<file path="config.mk">
export PLATFORM = sky130hd
export DESIGN_NAME = spi_led_regs
export DESIGN_NICKNAME = d
export VERILOG_FILES = /design/src/rtl/spi_led_regs.sv
export SDC_FILE = /design/constraint.sdc
export NUM_CORES = 1
export LEC_CHECK = 0
export BUFFER_PORTS_ARGS = -buffer_cell sky130_fd_sc_hd__buf_2
export CAP_MARGIN = 25
export CORE_ASPECT_RATIO = 0.75
export CORE_UTILIZATION = 60
export DETAILED_ROUTE_END_ITERATION = 12
export PLACE_DENSITY_LB_ADDON = 0.1
export SLEW_MARGIN = 15
export SYNTH_ARGS = -nofsm -noshare
export SYNTH_HDL_FRONTEND = slang
export SYNTH_SLANG_ARGS = --single-unit
</file>
<file path="constraint.sdc">
create_clock -name clk -period 2.65 [get_ports clk]
set_input_delay 0.1325 -clock clk [delete_from_list [all_inputs] [get_ports clk]]
set_output_delay 0.1325 -clock clk [all_outputs]
set_load 0.05 [all_outputs]
</file>
<file path="src/rtl/spi_led_regs.sv">
// rtl/spi_led_regs.sv - SPI mode-0 slave holding a 16-bit LED frame register.
`timescale 1ns/1ps
module spi_led_regs #(
    parameter logic [15:0] RESET_LEDS  = 16'h0000,
    parameter int          SYNC_STAGES = 2
) (
    input  logic        clk,
    input  logic        rst,
    input  logic        cfg_cs,
    input  logic        cfg_sck,
    input  logic        cfg_si,
    output logic        cfg_so,
    output logic        so_oe,
    output logic [15:0] ledbits,
    output logic        frame_done,
    output logic        frame_err
);

    localparam logic [7:0] CMD_WRITE = 8'h01;
    localparam logic [7:0] CMD_SET   = 8'h02;
    localparam logic [7:0] CMD_CLEAR = 8'h03;
    localparam logic [7:0] CMD_READ  = 8'h80;

    typedef enum logic [1:0] {IDLE, CMD, DATA, HOLD} state_t;

    logic [SYNC_STAGES-1:0] cs_sr, sck_sr, si_sr;
    logic [SYNC_STAGES:0]   prime;
    logic                   cs_d, sck_d;
    logic                   cs_s, sck_s, si_s, ready;
    logic                   cs_fall, cs_rise, sck_rise, sck_fall;

    state_t      state, state_n;
    logic [4:0]  cnt, cnt_n;
    logic [15:0] shift, shift_n;
    logic [7:0]  cmd, cmd_n;
    logic [15:0] rd_sr, rd_n;
    logic [15:0] led_n;
    logic        so_n, done_n, err_n;
    logic [15:0] data_w;
    logic [7:0]  cmd_w;

    assign cs_s  = cs_sr[SYNC_STAGES-1];
    assign sck_s = sck_sr[SYNC_STAGES-1];
    assign si_s  = si_sr[SYNC_STAGES-1];
    // Edges are ignored until the synchronisers hold real pin values, so a
    // frame already in progress when reset releases is not mistaken for a start.
    assign ready = prime[SYNC_STAGES];

    assign cs_fall  = ready &  cs_d  & ~cs_s;
    assign cs_rise  = ready & ~cs_d  &  cs_s;
    assign sck_rise = ready & ~sck_d &  sck_s;
    assign sck_fall = ready &  sck_d & ~sck_s;

    assign so_oe = ~cs_s;

    always_ff @(posedge clk or posedge rst) begin
        if (rst) begin
            cs_sr  <= '1;
            sck_sr <= '0;
            si_sr  <= '0;
            prime  <= '0;
            cs_d   <= 1'b1;
            sck_d  <= 1'b0;
        end else begin
            cs_sr  <= {cs_sr[SYNC_STAGES-2:0], cfg_cs};
            sck_sr <= {sck_sr[SYNC_STAGES-2:0], cfg_sck};
            si_sr  <= {si_sr[SYNC_STAGES-2:0], cfg_si};
            prime  <= {prime[SYNC_STAGES-1:0], 1'b1};
            cs_d   <= cs_s;
            sck_d  <= sck_s;
        end
    end

    always_ff @(posedge clk or posedge rst) begin
        if (rst) begin
            state      <= IDLE;
            cnt        <= '0;
            shift      <= '0;
            cmd        <= '0;
            rd_sr      <= '0;
            ledbits    <= RESET_LEDS;
            cfg_so     <= 1'b0;
            frame_done <= 1'b0;
            frame_err  <= 1'b0;
        end else begin
            state      <= state_n;
            cnt        <= cnt_n;
            shift      <= shift_n;
            cmd        <= cmd_n;
            rd_sr      <= rd_n;
            ledbits    <= led_n;
            cfg_so     <= so_n;
            frame_done <= done_n;
            frame_err  <= err_n;
        end
    end

    always_comb begin
        state_n = state;
        cnt_n   = cnt;
        shift_n = shift;
        cmd_n   = cmd;
        rd_n    = rd_sr;
        led_n   = ledbits;
        so_n    = cfg_so;
        done_n  = 1'b0;
        err_n   = 1'b0;
        data_w  = {shift[14:0], si_s};
        cmd_w   = {shift[6:0], si_s};

        if (cs_fall) begin
            state_n = CMD;
            cnt_n   = '0;
            shift_n = '0;
            so_n    = 1'b0;
        end else begin
            case (state)
                IDLE: so_n = 1'b0;
                CMD: begin
                    if (cs_rise) begin
                        state_n = IDLE;
                        err_n   = (cnt != 5'd0);
                    end else if (sck_rise) begin
                        shift_n = data_w;
                        cnt_n   = cnt + 5'd1;
                        if (cnt == 5'd7) begin
                            cmd_n   = cmd_w;
                            state_n = DATA;
                            // READ presents bit 15 right away; the host samples it on rise 9
                            if (cmd_w == CMD_READ) begin
                                so_n = ledbits[15];
                                rd_n = {ledbits[14:0], 1'b0};
                            end
                        end
                    end
                end
                DATA: begin
                    if (cs_rise) begin
                        state_n = IDLE;
                        err_n   = 1'b1;
                        so_n    = 1'b0;
                    end else if (sck_rise) begin
                        shift_n = data_w;
                        cnt_n   = cnt + 5'd1;
                        if (cnt == 5'd23) begin
                            state_n = HOLD;
                            done_n  = 1'b1;
                            so_n    = 1'b0;
                            case (cmd)
                                CMD_WRITE: led_n = data_w;
                                CMD_SET:   led_n = ledbits | data_w;
                                CMD_CLEAR: led_n = ledbits & ~data_w;
                                default:   led_n = ledbits;
                            endcase
                        end
                    end else if (sck_fall && cmd == CMD_READ && cnt > 5'd8) begin
                        so_n = rd_sr[15];
                        rd_n = {rd_sr[14:0], 1'b0};
                    end
                end
                HOLD: begin
                    so_n = 1'b0;
                    if (cs_rise)
                        state_n = IDLE;
                end
                default: state_n = IDLE;
            endcase
        end
    end

endmodule

</file>
==> impl_metrics.ini, run 1 <==
[global_routing]
grt_first_pass_wirelength_mm = 13.1
grt_pass1_vias = 2514
grt_antenna_before_repair = 0
grt_max_degree = 47
grt_overflow = 0
track_usage_pct = 26.4

[floorplanning]
ioPinCount = 25
die_y_um = 70.0
coreArea_um2 = 5890
rows = 24
initial_utilization_pct = 62.9
die_w_um = 92.7
dieArea_um2 = 6490

[cells_and_area]
synthToLayoutAreaGrowth_pct = 12.1
diodes = 0
drive_gt1_share_pct = 23.9
finalInstanceArea_um2 = 4150
final_nets = 398
n_fill_cell = 459

[setup_path]
crit_fanout = 14
cp.required_ps = 2930
worstPathCellList = nor4_2, nand4_1, a21oi_2, and2_1, a2bb2oi_1
r2r-start = shift[1]
crit_type = reg -> reg
cp.arrival_ps = 2600
crit_path_end_kind = register
r2r_setup_slack_ps = 330
max_stage_delay_ps = 580
cp-start-kind = register
worst_r2r_endpoint = rd_sr[13]
reg2reg_depth = 5
slowest_stage = a21oi_2

[placement]
place_ws_ps = 381
gp_congestion = 0.874
postPlaceCellArea_um2 = 3920
hpwl_mm = 5.35
io_buffer_count = 24

[timing]
finalHoldViolCount = 0
setup_ws_ps = 328
fmax_mhz = 431
fin_setup_tns_ps = 0
worstMarginPinSlew_ps = 754
relSlewSlack_pct = 49.6
fin_worst_skew_ps = 14.0
setup_viol = 0
slew_violations = 0
min_period_ps = 2320
period_share_pct = 87.6
rsz0062_at_grt = no

[hold_path]
whs_path_depth = 0
holdCritStartpoint = sck_sr[0]
hold_class = reg -> reg
min_to = sck_sr[1]

[clock_tree]
htree_levels = 3
post_cts_resize_count = 0
cts_root_buf = clkbuf_8
cts.sinks = 75
cts_hold_buf = 4
cts_made_buffers = 9
clkLatencyLatePin_ps = 360
cts_tree = built
clkTransAtPathRegs_ps = 80
postCtsSetupBuffers = 0
cts.path.max_buffers = 2

[synth]
mappedNetlistArea_um2 = 3700
synth.avg_cell_area_um2 = 10.4
synth_edf_count = 0
yosysUniqueCellTypes = 67
synthesis.nets = 366
async_flop_share_pct = 100
ys_ff_latch = 75
synth_cells = 356
yosysSeqAreaShare_pct = 50.8
synth-main-ff-cell = dfrtp_1
yosysWarnings = 0

[power_and_ir_drop]
power_density_nw_per_um2 = 772
ir_drop_mv = 0.614
power_mw = 3.20
p_leak_nw = 1.86

[route]
wl_per_cell_um = 16.5
drt-pass1-iter-count = 6
vias_per_cell = 5.92
vias = 2790
post-route-drc-count = 0
drt_iter0_markers = 253
drt.antenna.violating_nets = 0
wl_mm = 7.79

[run]
maxCapViolCount = 0

[run_status]
status = completed
[how the worst max path moves through the flow]
stage,slack (ps),endpoint,start
5_1_grt,190,rd_sr[13],shift[1]
4_1_cts,360,rd_sr[13],shift[1]
6_report,330,rd_sr[13],shift[1]
3_3_place_gp,430,rd_sr[15],cmd[2]
2_1_floorplan,560,ledbits[6],state[0]
3_5_place_dp,380,rd_sr[13],shift[1]
[per-stage QoR]
stage	hold slack, ps	utilization (%)	cells
after global placement	239	66.5	451
after detailed placement	242	66.5	451
final	351	70.5	471
after CTS	354	70.5	471
after floorplan	137	-	356
after global routing	359	70.5	471
[cells by family (layout without fill, tap and decap cells)]
group	after synthesis	count (layout)	synth area share, %
compound gates	105	105	21.9
simple gates	100	100	14.7
flops	75	75	50.8
buf+inv	56	93	6.59
mux	9	9	2.71
fa+ha+maj	7	7	2.23
xor+xnor	3	3	0.913
other cells	1	1	0.101
[cells in the final DEF (no fill, tap or decap), drive strengths merged, types with 9 or more instances in the layout]
cell type	n
dfrtp	72
nand2	42
inv	38
buf	36
a21oi	31
o21ai	24
nor2	16
a221oi	15
clkbuf	11
a211oi	9
[layer usage]
layer | track usage [%] | vias to the layer above | part of all wire [%]
met5 | 0 | - | 0
li1 | - | 1332 | -
met3 | 7.41 | 12 | 6.5
met4 | 5.98 | 0 | 1.2
met1 | 41.9 | 1352 | 51
met2 | 35.6 | 94 | 41
[flip-flops by register name (all words and copies together) (netlist names)]
name        cells
state           2
cnt             5
cs_sr           2
frame_done      1
cfg_so          1
cmd             8
frame_err       1
prime           3
ledbits        16
sck_sr          2
cs_d            1
shift          15
si_sr           2
rd_sr          15
sck_d           1
[power breakdown]
| part | switching, mW | total [mW] | internal, mW |
|---|---|---|---|
| Clock | 0.427 | 0.867 | 0.440 |
| Sequential | 0.159 | 1.45 | 1.29 |
| Combinational | 0.542 | 0.890 | 0.348 |
| Total | 1.13 | 3.20 | 2.08 |
[worst max-delay path, delay by kind of cell (launching register included)]
family / cells / cell delay [ps]
flops: 1 / 470
simple gates: 3 / 1030
compound gates: 2 / 750
[cells in the mapped netlist (all sizes together), types with 3 or more instances]
master,number,area share [%]
a211oi,9,2.9
nand4,7,1.2
and2,4,0.74
nand2,42,4.3
dfrtp,72,49
o21ai,24,3.6
inv,37,3.8
ha,5,1.7
nor2,16,1.6
buf,8,1.7
a31oi,5,0.85
nand3,3,0.41
clkbuf,11,1.1
nor3,3,0.68
a221oi,15,5.2
xor2,3,0.91
mux2,8,2.4
o22ai,6,1.0
a21oi,31,4.3
dfstp,3,2.1
[final cells by class]
type                       count  area (um2)  share of cell area, %
multi-input combinational    225        1580                   38.0
clock buffer                  11         131                   3.17
tap                           78        97.6                   2.35
timing repair buffer          40         263                   6.33
inverter                      37         139                   3.35
clock inverter                 5        62.6                   1.51
sequential                    75        1880                   45.3
Note: power is estimated with default switching activity, not from simulation.
==> run 2: changes to the inputs <==
--- a/config.mk
+++ b/config.mk
@@ -8,7 +8,7 @@
 export BUFFER_PORTS_ARGS = -buffer_cell sky130_fd_sc_hd__buf_2
 export CAP_MARGIN = 25
 export CORE_ASPECT_RATIO = 0.75
-export CORE_UTILIZATION = 60
+export CORE_UTILIZATION = 54
 export DETAILED_ROUTE_END_ITERATION = 12
 export PLACE_DENSITY_LB_ADDON = 0.1
 export SLEW_MARGIN = 15
==> constraint.sdc (replaced) <==
create_clock -name clk -period 1.9 [get_ports clk]
set_input_delay 0.095 -clock clk [delete_from_list [all_inputs] [get_ports clk]]
set_output_delay 0.095 -clock clk [all_outputs]
set_load 0.05 [all_outputs]
==> impl_metrics.ini, run 2 (synthesis gave the netlist of run 1 again) <==
[run_status]
status = finished with violations
violations = setup timing

[setup_path]
r2r_setup_slack_ps = -120
cp-start-kind = register
cp.required_ps = 2140
crit_path_end_kind = register
worst_r2r_endpoint = rd_sr[13]
cp.arrival_ps = 2270
reg2reg_depth = 5
r2r-start = cmd[2]
crit_type = reg -> reg
crit_fanout = 4

[hold_path]
hold_class = reg -> reg
whs_path_depth = 0
min_to = cs_sr[1]
holdCritStartpoint = cs_sr[0]

[clock_tree]
cts_made_buffers = 9
clkLatencyLatePin_ps = 350
cts.sinks = 75
htree_levels = 3
clkTransAtPathRegs_ps = 80
cts.path.max_buffers = 2
cts_tree = built
cts_root_buf = clkbuf_8

[power_and_ir_drop]
ir_drop_mv = 0.592
power_density_nw_per_um2 = 1050
power_mw = 4.94
p_leak_nw = 2.07

[placement]
io_buffer_count = 24
gp_congestion = 0.803
place_ws_ps = -259
hpwl_mm = 5.97

[route]
post-route-drc-count = 0
drt.antenna.violating_nets = 0
drt_iter0_markers = 261
drt-pass1-iter-count = 4
wl_mm = 8.95
wl_per_cell_um = 17.5
vias_per_cell = 5.77
vias = 2943

[timing]
setup_ws_ps = -123
rsz0062_at_grt = yes
relSlewSlack_pct = 55.7
worstMarginPinSlew_ps = 663
setup_viol = 29
fin_worst_skew_ps = 7.95
fmax_mhz = 494
min_period_ps = 2020
period_share_pct = 106
slew_violations = 0
finalHoldViolCount = 0

[floorplanning]
dieArea_um2 = 7190
die_w_um = 97.6
die_y_um = 73.7
coreArea_um2 = 6440
rows = 25
initial_utilization_pct = 57.4
ioPinCount = 25

[cells_and_area]
top_register = ledbits
final_nets = 434
postLayoutCoreUtil_pct = 73.2
diodes = 0
synthToLayoutAreaGrowth_pct = 27.6
largest_register_ffs = 16
layout_commonest_cell = dfrtp_1
most-common-layout-cells = dfrtp_1 (72), nand2_1 (40), buf_4 (36)
largestRegisters = ledbits (16), rd_sr (15), shift (15)
drive_gt1_share_pct = 37.3

[global_routing]
grt_max_degree = 37
grt_first_pass_wirelength_mm = 14.5
grt_pass1_vias = 2850
track_usage_pct = 26.4
grt_overflow = 0
grt_antenna_before_repair = 0

[run]
maxCapViolCount = 0
[run 2: report_power, final]
| part | internal, mW | leakage (nW) | switching, mW | total [mW] |
|---|---|---|---|---|
| Combinational | 0.846 | 1.05 | 1.02 | 1.86 |
| Clock | 0.479 | 0.0722 | 0.618 | 1.10 |
| Sequential | 1.80 | 0.952 | 0.186 | 1.98 |
| Total | 3.12 | 2.07 | 1.82 | 4.94 |
[run 2: final cells by class]
| cell class | count | area (um2) |
|---|---|---|
| clock inverters | 5 | 38.8 |
| inverters | 37 | 143 |
| clock buffers | 11 | 131 |
| fillers | 454 | 1720 |
| well taps | 81 | 101 |
| repair buffers | 74 | 609 |
| flip-flops and latches | 75 | 1880 |
| multi-input cells | 227 | 1820 |
[run 2: how the worst max path moves through the flow]
stage | startpoint | end | slack [ps] | cells after the start
2_1_floorplan | cs_sr[1] | shift[0] | -60 | 5
3_3_place_gp | cmd[2] | rd_sr[15] | -180 | 5
3_5_place_dp | cmd[2] | rd_sr[10] | -260 | 5
4_1_cts | cmd[2] | rd_sr[13] | -90 | 5
5_1_grt | cs_sr[1] | ledbits[7] | -190 | 6
6_report | cmd[2] | rd_sr[13] | -120 | 5
[run 2: routing by layer]
layer	global-route usage, %	share of wire (%)
met4	9.64	2.1
met1	37.0	48
met5	0	0
met2	40.7	45
met3	5.61	4.6
[run 2: metrics by stage]
step | std cells | cell area [um2] | hold slack (ps) | setup TNS (ps)
CTS | 509 | 4580 | 355 | -1560
finish | 510 | 4720 | 353 | -2090
floorplan | 356 | 3730 | 99.5 | -948
global placement | 483 | 4220 | 201 | -2720
global route | 510 | 4720 | 360 | -4530
detailed placement | 483 | 4220 | 204 | -3950
[run 2: worst max-delay path: stages, from the launching register on]
cell,delay (ps)
dfrtp_1,380
or4_4,550
or2_4,280
or4_4,470
o22ai_4,150
a2bb2oi_4,80
[run 2: repair_timing]
action                                  4_1_cts  5_1_grt
endpoints found under the setup margin       33       51
endpoints found under the hold margin        27        0
cloned                                        3        1
pin swaps                                     9        7
setup buffers                                 3        2
hold buffers                                  4        0
gates resized for setup                      23       22
